$ cat src/rtl/chip8_pkg.sv
// Shared CHIP-8 definitions: memory-port request types, screen geometry and
// the sprite-draw state encoding.
package chip8_pkg;

  localparam logic MEM_TYPE_VRAM = 1'b0;
  localparam logic MEM_TYPE_RAM  = 1'b1;

  localparam int SCREEN_W       = 64;
  localparam int SCREEN_H       = 32;
  localparam int VRAM_ROW_BYTES = 8;

  typedef enum logic [3:0] {
    ST_IDLE,
    ST_RD_SPR,
    ST_WT_SPR,
    ST_RD_L,
    ST_WT_L,
    ST_WR_L,
    ST_WT_WL,
    ST_RD_R,
    ST_WT_R,
    ST_WR_R,
    ST_WT_WR,
    ST_NEXT,
    ST_DONE
  } draw_state_e;

endpackage

$ cat src/rtl/chip8_sprite_shifter.sv
// Splits one sprite byte across two VRAM bytes for a pixel offset sh (0..7).
// Purely combinational so it can be reused by the hires draw path.
module chip8_sprite_shifter (
  input  logic [7:0] s_i,
  input  logic [2:0] sh_i,
  output logic [7:0] l_o,
  output logic [7:0] r_o,
  output logic       r_present_o
);

  logic [15:0] wide;

  // Upper byte is S>>sh, lower byte holds the bits shifted out to the right.
  assign wide        = {s_i, 8'h00} >> sh_i;
  assign l_o         = wide[15:8];
  assign r_o         = wide[7:0];
  assign r_present_o = |sh_i;

endmodule

$ cat src/rtl/chip8_sprite_draw.sv
// DXYN sprite-draw engine: reads sprite rows from RAM, XORs them into VRAM
// through a single-outstanding valid/ready + rvalid port, and reports collision.
module chip8_sprite_draw
  import chip8_pkg::*;
#(
  parameter bit CLIP     = 1'b1,
  parameter int MAX_ROWS = 15
) (
  input  logic        clk_in,
  input  logic        rst_n_in,
  input  logic        start_in,
  input  logic [7:0]  x_in,
  input  logic [7:0]  y_in,
  input  logic [3:0]  n_in,
  input  logic [11:0] i_in,
  output logic        busy_out,
  output logic        done_out,
  output logic        vf_out,
  output logic [15:0] mem_addr_out,
  output logic        mem_we_out,
  output logic        mem_valid_out,
  output logic [7:0]  mem_data_out,
  output logic        mem_type_out,
  input  logic        mem_ready_in,
  input  logic        mem_rvalid_in,
  input  logic [7:0]  mem_rdata_in
);

  localparam logic [3:0] MAX_N = 4'(MAX_ROWS);

  draw_state_e state_q;
  logic [5:0]  xo_q;
  logic [4:0]  yo_q;
  logic [3:0]  n_q;
  logic [11:0] i_q;
  logic [3:0]  r_q;
  logic [7:0]  s_q;
  logic        coll_q;
  logic        busy_q, done_q, vf_q;
  logic        valid_q, we_q, type_q;
  logic [15:0] addr_q;
  logic [7:0]  data_q;

  logic [2:0]  col, sh;
  logic [4:0]  row_cur;
  logic [4:0]  r_nx;
  logic [5:0]  nx_sum;
  logic        row_last;
  logic [11:0] spr_addr_nx;
  logic [3:0]  n_eff;
  logic [7:0]  l_part, r_part;
  logic        r_present, right_ok;
  logic        unused_bits;

  assign col         = xo_q[5:3];
  assign sh          = xo_q[2:0];
  assign row_cur     = yo_q + {1'b0, r_q};
  assign r_nx        = {1'b0, r_q} + 5'd1;
  assign nx_sum      = {1'b0, yo_q} + {1'b0, r_nx};
  // Draw ends after the last row, or earlier when the next row falls off the bottom.
  assign row_last    = (r_nx == {1'b0, n_q}) || (CLIP && (nx_sum > 6'd31));
  assign spr_addr_nx = i_q + {8'h00, r_nx[3:0]};
  assign n_eff       = (n_in > MAX_N) ? MAX_N : n_in;
  assign right_ok    = r_present && (!CLIP || (col != 3'd7));
  assign unused_bits = ^{x_in[7:6], y_in[7:5]};

  chip8_sprite_shifter u_shifter (
    .s_i         (s_q),
    .sh_i        (sh),
    .l_o         (l_part),
    .r_o         (r_part),
    .r_present_o (r_present)
  );

  always_ff @(posedge clk_in or negedge rst_n_in) begin
    if (!rst_n_in) begin
      state_q <= ST_IDLE;
      xo_q    <= '0;
      yo_q    <= '0;
      n_q     <= '0;
      i_q     <= '0;
      r_q     <= '0;
      s_q     <= '0;
      coll_q  <= 1'b0;
      busy_q  <= 1'b0;
      done_q  <= 1'b0;
      vf_q    <= 1'b0;
      valid_q <= 1'b0;
      we_q    <= 1'b0;
      type_q  <= 1'b0;
      addr_q  <= '0;
      data_q  <= '0;
    end else begin
      case (state_q)
        ST_IDLE: begin
          if (start_in) begin
            xo_q   <= x_in[5:0];
            yo_q   <= y_in[4:0];
            n_q    <= n_eff;
            i_q    <= i_in;
            r_q    <= '0;
            coll_q <= 1'b0;
            vf_q   <= 1'b0;
            if (n_eff == 4'd0) begin
              done_q  <= 1'b1;
              state_q <= ST_DONE;
            end else begin
              busy_q  <= 1'b1;
              valid_q <= 1'b1;
              we_q    <= 1'b0;
              type_q  <= MEM_TYPE_RAM;
              addr_q  <= {4'h0, i_in};
              data_q  <= '0;
              state_q <= ST_RD_SPR;
            end
          end
        end
        ST_RD_SPR, ST_RD_L, ST_WR_L, ST_RD_R, ST_WR_R: begin
          // Each request state is followed in the enum by its wait state.
          if (mem_ready_in) begin
            valid_q <= 1'b0;
            state_q <= draw_state_e'(state_q + 4'd1);
          end
        end
        ST_WT_SPR: begin
          if (mem_rvalid_in) begin
            s_q     <= mem_rdata_in;
            valid_q <= 1'b1;
            we_q    <= 1'b0;
            type_q  <= MEM_TYPE_VRAM;
            addr_q  <= {8'h00, row_cur, col};
            data_q  <= '0;
            state_q <= ST_RD_L;
          end
        end
        ST_WT_L: begin
          if (mem_rvalid_in) begin
            coll_q  <= coll_q | (|(mem_rdata_in & l_part));
            valid_q <= 1'b1;
            we_q    <= 1'b1;
            data_q  <= mem_rdata_in ^ l_part;
            state_q <= ST_WR_L;
          end
        end
        ST_WT_WL: begin
          if (mem_rvalid_in) begin
            if (right_ok) begin
              valid_q <= 1'b1;
              we_q    <= 1'b0;
              addr_q  <= {8'h00, row_cur, col + 3'd1};
              data_q  <= '0;
              state_q <= ST_RD_R;
            end else begin
              state_q <= ST_NEXT;
            end
          end
        end
        ST_WT_R: begin
          if (mem_rvalid_in) begin
            coll_q  <= coll_q | (|(mem_rdata_in & r_part));
            valid_q <= 1'b1;
            we_q    <= 1'b1;
            data_q  <= mem_rdata_in ^ r_part;
            state_q <= ST_WR_R;
          end
        end
        ST_WT_WR: begin
          if (mem_rvalid_in) state_q <= ST_NEXT;
        end
        ST_NEXT: begin
          if (row_last) begin
            busy_q  <= 1'b0;
            done_q  <= 1'b1;
            vf_q    <= coll_q;
            state_q <= ST_DONE;
          end else begin
            r_q     <= r_nx[3:0];
            valid_q <= 1'b1;
            we_q    <= 1'b0;
            type_q  <= MEM_TYPE_RAM;
            addr_q  <= {4'h0, spr_addr_nx};
            data_q  <= '0;
            state_q <= ST_RD_SPR;
          end
        end
        ST_DONE: begin
          done_q  <= 1'b0;
          state_q <= ST_IDLE;
        end
        default: state_q <= ST_IDLE;
      endcase
    end
  end

  assign busy_out      = busy_q;
  assign done_out      = done_q;
  assign vf_out        = vf_q;
  assign mem_addr_out  = addr_q;
  assign mem_we_out    = we_q;
  assign mem_valid_out = valid_q;
  assign mem_data_out  = data_q;
  assign mem_type_out  = type_q;

endmodule

$ cat config.mk
export PLATFORM = sky130hd
export DESIGN_NAME = chip8_sprite_draw
export DESIGN_NICKNAME = d
export VERILOG_FILES = /design/src/rtl/chip8_pkg.sv /design/src/rtl/chip8_sprite_shifter.sv /design/src/rtl/chip8_sprite_draw.sv
export SDC_FILE = /design/constraint.sdc
export NUM_CORES = 1
export LEC_CHECK = 0
export ABC_AREA = 1
export CAP_MARGIN = 20
export CORE_UTILIZATION = 35
export DETAILED_ROUTE_END_ITERATION = 8
export GPL_TIMING_DRIVEN = 0
export PLACE_DENSITY_LB_ADDON = 0.05
export RECOVER_POWER = 25
export SLEW_MARGIN = 10
export SYNTH_ARGS = -nofsm -noshare
export SYNTH_HDL_FRONTEND = slang
export SYNTH_SLANG_ARGS = --single-unit
$ cat constraint.sdc
create_clock -name clk_in -period 6.41 [get_ports clk_in]
set_input_delay 1.282 -clock clk_in [delete_from_list [all_inputs] [get_ports clk_in]]
set_output_delay 1.282 -clock clk_in [all_outputs]
set_load 0.02 [all_outputs]
==> qor_table.md <==
| Result | Reported |
|---|---|
| Final setup viols | 0 |
| Crit path time final | 2.835 ns |
| Area used by multi-input combinational logic | 2731 µm² |
| Post-route core utilization | 0.4542 |
| Number of buffers and inverters on the critical path | 2 |
| Fraction of the yosys area taken by sequential cells | 0.3593 |
| Worst-case hold slack | 0.4754 ns |
| Aggregate negative setup slack | 0 ns |
| CTS sink cnt | 70 |
| Internal | 1573 µW |
| Number of synthesized flops with an enable pin | 0 |
| Vias in the first global route | 4460 |
| Clock insertion delay at the later pin of the skew report | 0.34 ns |
| Boundary Pins | 75 |
| Clock tree from TritonCTS | yes |
| Cts-stage hold buffer count | 0 |
| Vias after detailed routing | 4687 |
| Post-CTS Repair Setup Buffers | 0 |
| Nature of the critical path endpoint | flip-flop |
| Global route overflow | 0 |
| Critical path's top delay family | compound AO/OA/AOI/OAI gates |
| Wire length of the first global-routing pass | 22960 µm |
| Unrepaired setup endpoints after global routing | false |
| Post-synthesis cell type with the largest combined area | sky130_fd_sc_hd__dfrtp_1 |
| Number of instances in the synthesized netlist | 677 |
| Setup Skew | 0.004244 ns |
| Logic pwr share | 0.547 |
| Floorplan core area | 13400 µm² |
| Total GRT Usage | 0.2070 |
| Proportion of power drawn by the clock network | 0.189 |
| Quantity of I/O buffers inserted on ports | 65 |
| Nets | 824 |
| Cell leakage power | 0.003015 µW |
| Post-Route WL | 13970 µm |
| Worst Path Max Fanout | 6 |
| Horizontal die dimension | 120.0 µm |
| Via density | 4.997 |
| Highest attainable clock frequency | 352.7 MHz |
| Synthesized area per cell | 7.200 µm² |
| Row count | 42 |
| Antenna violations before repair | 0 |
| Vertical extent of the die | 120.0 µm |
| GPL Wtd Cong | 0.8818 |
| Cell types occupying the most area after synthesis | sky130_fd_sc_hd__dfrtp_1 (36%), sky130_fd_sc_hd__nand2_1 (17%), sky130_fd_sc_hd__nand3_1 (8.2%) |
| DRC violations left | 0 |
| Dominant register cell in the synthesized netlist | sky130_fd_sc_hd__dfrtp_1 |
| Area share of the leading cell type in the synthesized netlist | 0.3593 |
| List of cells traversed by the critical path | ha_1 -> inv_1 -> nand2_1 -> nand2_1 -> inv_1 -> ha_1 -> a21oi_1 -> o21ai_0 -> a21oi_1 -> nand2_1 -> a21oi_1 -> nand2_1 -> nand2_1 -> nand2_1 |
| Buffers from clock root to sink, at most | 2 |
| Post-route cell area | 6087 µm² |
| Area Growth Syn to Fin | 24.87% |
| Max stage delay on crit path | 0.51 ns |
| Crit path launch type | flip-flop |
| Yosys warning total | 0 |
| Power per standard cell area | 475.9 nW/µm² |
| Antenna Diode Count | 0 |
| CP dominant cell by count | sky130_fd_sc_hd__nand2_1 |
| Half-perimeter wire length after detailed placement | 10910 µm |
| Switching power summed over all nets | 1324 µW |
| Area taken by flip-flops and latches | 1752 µm² |
| Area of the mapped netlist | 4875 µm² |
| Transition time at the pin with the least slew margin | 1.803 ns |
| Number of gates resized after cts | 0 |
| Count of state elements after synthesis | 70 |
| Maximum ir drop on the vdd rail | 0.1598 mV |
| Cell at the root of the clock tree | sky130_fd_sc_hd__clkbuf_16 |
| Drt first pass iters | 5 |
| Switching share of total power | 0.4571 |
| Overall power of the completed layout | 2897 µW |
| Number of distinct library cell variants in the gate-level netlist after synthesis | 46 |
| MaxCap Viol Count | 1 |
| Period utilisation layout | 0.4423 |
| Asr flop ratio synth | 1.000 |
| Run status | finished, violations left |
| Count of H-tree levels built during CTS | 3 |
| Relative slew margins | -0.2020 |
| Routed wirelength normalized by instance count | 14.89 µm |
| Sequential fraction of design power | 0.264 |
| CTS clock-pin slew for the worst setup and hold paths | 0.06 ns |
| Total die area | 14400 µm² |
| Effective utilization at floorplan | 0.3638 |
| Endpoint arrival time on the critical path | 3.07 ns |
| Violated checks | max-capacitance violations, max-slew violations |
| Final Max Slew Viols | 31 |
| Fraction of final layout cells sized beyond drive strength 1 | 0.09580 |
| Placed Instance Area | 5774 µm² |
| Final-layout fill cell count | 1407 |
| Kind of path behind the tightest hold check | reg2reg |
| Critical path type | reg2reg |
| Initial DRC Count | 285 |
| Maximum number of pins on one net before global-route repair | 41 |
| Count of antenna-violating nets left after detailed routing | 0 |
| Slowest cell on the critical path | sky130_fd_sc_hd__a21oi_1 |
| Endpoint required time on the critical path | 6.65 ns |
| Clock buffers created by TritonCTS | 9 |
| Count of endpoints failing hold in the final timing report | 0 |
==> per-stage QoR <==
stage          cells  setup WS, ns
2_1_floorplan    680         4.089
3_3_place_gp     921         1.395
3_5_place_dp     922         3.315
4_1_cts          938         3.577
5_1_grt          938         3.365
6_report         938         3.575
==> sequential cells by signal (all words and copies together), names as in the netlist <==
| name | count |
|---|---|
| i_q | 12 |
| mem_valid_out | 1 |
| mem_addr_out | 12 |
| vf_out | 1 |
| s_q | 8 |
| mem_type_out | 1 |
| xo_q | 6 |
| r_q | 4 |
| coll_q | 1 |
| busy_out | 1 |
| done_out | 1 |
| yo_q | 5 |
| mem_we_out | 1 |
| state_q | 4 |
| mem_data_out | 8 |
| n_q | 4 |
==> metal layers <==
metal	global-route usage	vias to the layer above	part of all wire	wire, µm
li1	-	2367	-	-
met1	0.2668	2187	0.45	6321
met2	0.3495	116	0.49	6896
met3	0.03517	17	0.038	525
met4	0.06797	0	0.016	221
met5	0	-	0	0
==> cell usage in the layout, fill, tap and decap left out, types with 7 or more instances in the layout <==
| master | count |
|---|---|
| sky130_fd_sc_hd__clkbuf_16 | 9 |
| sky130_fd_sc_hd__nand3_1 | 80 |
| sky130_fd_sc_hd__nor2_4 | 7 |
| sky130_fd_sc_hd__o21ai_1 | 8 |
| sky130_fd_sc_hd__dfrtp_1 | 70 |
| sky130_fd_sc_hd__ha_1 | 20 |
| sky130_fd_sc_hd__nor2_1 | 34 |
| sky130_fd_sc_hd__o21ai_0 | 53 |
| sky130_fd_sc_hd__clkdlybuf4s50_1 | 64 |
| sky130_fd_sc_hd__clkbuf_1 | 10 |
| sky130_fd_sc_hd__nand2_1 | 222 |
| sky130_fd_sc_hd__nand4_1 | 9 |
| sky130_fd_sc_hd__inv_1 | 63 |
| sky130_fd_sc_hd__a21oi_1 | 21 |
==> path summary, 6_finish.rpt <==
check                                           from                          end  slack, ns  depth (start not counted)
max                               r_q[0]$_DFFE_PN0P_       state_q[2]$_DFFE_PN0P_       3.57                         14
min                        mem_valid_out$_DFFE_PN0P_    mem_valid_out$_DFFE_PN0P_       0.48                          2
max reg2reg                       r_q[0]$_DFFE_PN0P_       state_q[2]$_DFFE_PN0P_       3.57                         14
min reg2reg                mem_valid_out$_DFFE_PN0P_    mem_valid_out$_DFFE_PN0P_       0.48                          2
max in group asynchronous                   rst_n_in          i_q[11]$_DFFE_PN0P_       3.95                          1
min in group asynchronous                   rst_n_in  mem_data_out[4]$_DFFE_PN0P_       1.42                          1
==> kinds of logic (layout without fill, tap and decap cells) <==
kind of cell,count (synthesis),in the layout,synth area share
and+or+nand+nor,383,383,0.3663
AOI/OAI and AO/OA,103,103,0.1201
buffers and inverters,92,174,0.08265
DFF,70,70,0.3593
adders and majority gates,22,22,0.05955
xor gates and xnor gates,5,5,0.008985
other,1,4,0.0007693
muxes,1,1,0.002310
==> layout make-up <==
cell class,instances,share of cell area
Clock buffer,12,0.04049
Multi-Input combinational cell,518,0.4487
Tap cell,176,0.03618
Clock inverter,4,0.01151
Inverter,71,0.04460
Sequential cell,70,0.2878
Buffer,21,0.02158
Timing Repair Buffer,66,0.1091
==> synth_stat cells (3+ instances only) <==
library cell and n:
sky130_fd_sc_hd__dfrtp_1 70, sky130_fd_sc_hd__xor2_1 3, sky130_fd_sc_hd__inv_2 6, sky130_fd_sc_hd__nor3_1 5, sky130_fd_sc_hd__o21ai_0 53, sky130_fd_sc_hd__clkbuf_1 7, sky130_fd_sc_hd__ha_1 20, sky130_fd_sc_hd__buf_4 4
sky130_fd_sc_hd__nand3_4 3, sky130_fd_sc_hd__nand3b_1 3, sky130_fd_sc_hd__buf_2 6, sky130_fd_sc_hd__nor2_4 7, sky130_fd_sc_hd__buf_6 4, sky130_fd_sc_hd__nand2_1 222, sky130_fd_sc_hd__o21ai_2 6, sky130_fd_sc_hd__o21ai_1 8
sky130_fd_sc_hd__nand2_4 6, sky130_fd_sc_hd__a21oi_1 21, sky130_fd_sc_hd__nand4_1 9, sky130_fd_sc_hd__nand3_1 80, sky130_fd_sc_hd__o211ai_1 3, sky130_fd_sc_hd__nor2_1 34, sky130_fd_sc_hd__or2_2 3, sky130_fd_sc_hd__inv_1 63
sky130_fd_sc_hd__nand2_2 3
==> power by group through the flow <==
stage / clock [µW] / sequential (µW) / combinational (µW)
floorplan: 0 / 823 / 1050
global placement: 0 / 772 / 1580
detailed placement: 0 / 773 / 1590
CTS: 560 / 767 / 1600
global route: 583 / 795 / 1800
finish: 547 / 766 / 1580
==> worst reg2reg max path, cell delays in order, from the launching register on <==
cell	delay, ns
sky130_fd_sc_hd__dfrtp_1	0.47
sky130_fd_sc_hd__ha_1	0.28
sky130_fd_sc_hd__inv_1	0.06
sky130_fd_sc_hd__nand2_1	0.05
sky130_fd_sc_hd__nand2_1	0.08
sky130_fd_sc_hd__inv_1	0.10
sky130_fd_sc_hd__ha_1	0.30
sky130_fd_sc_hd__a21oi_1	0.12
sky130_fd_sc_hd__o21ai_0	0.09
sky130_fd_sc_hd__a21oi_1	0.22
sky130_fd_sc_hd__nand2_1	0.22
sky130_fd_sc_hd__a21oi_1	0.51
sky130_fd_sc_hd__nand2_1	0.11
sky130_fd_sc_hd__nand2_1	0.08
sky130_fd_sc_hd__nand2_1	0.04
(Power assumes the default switching activity.)
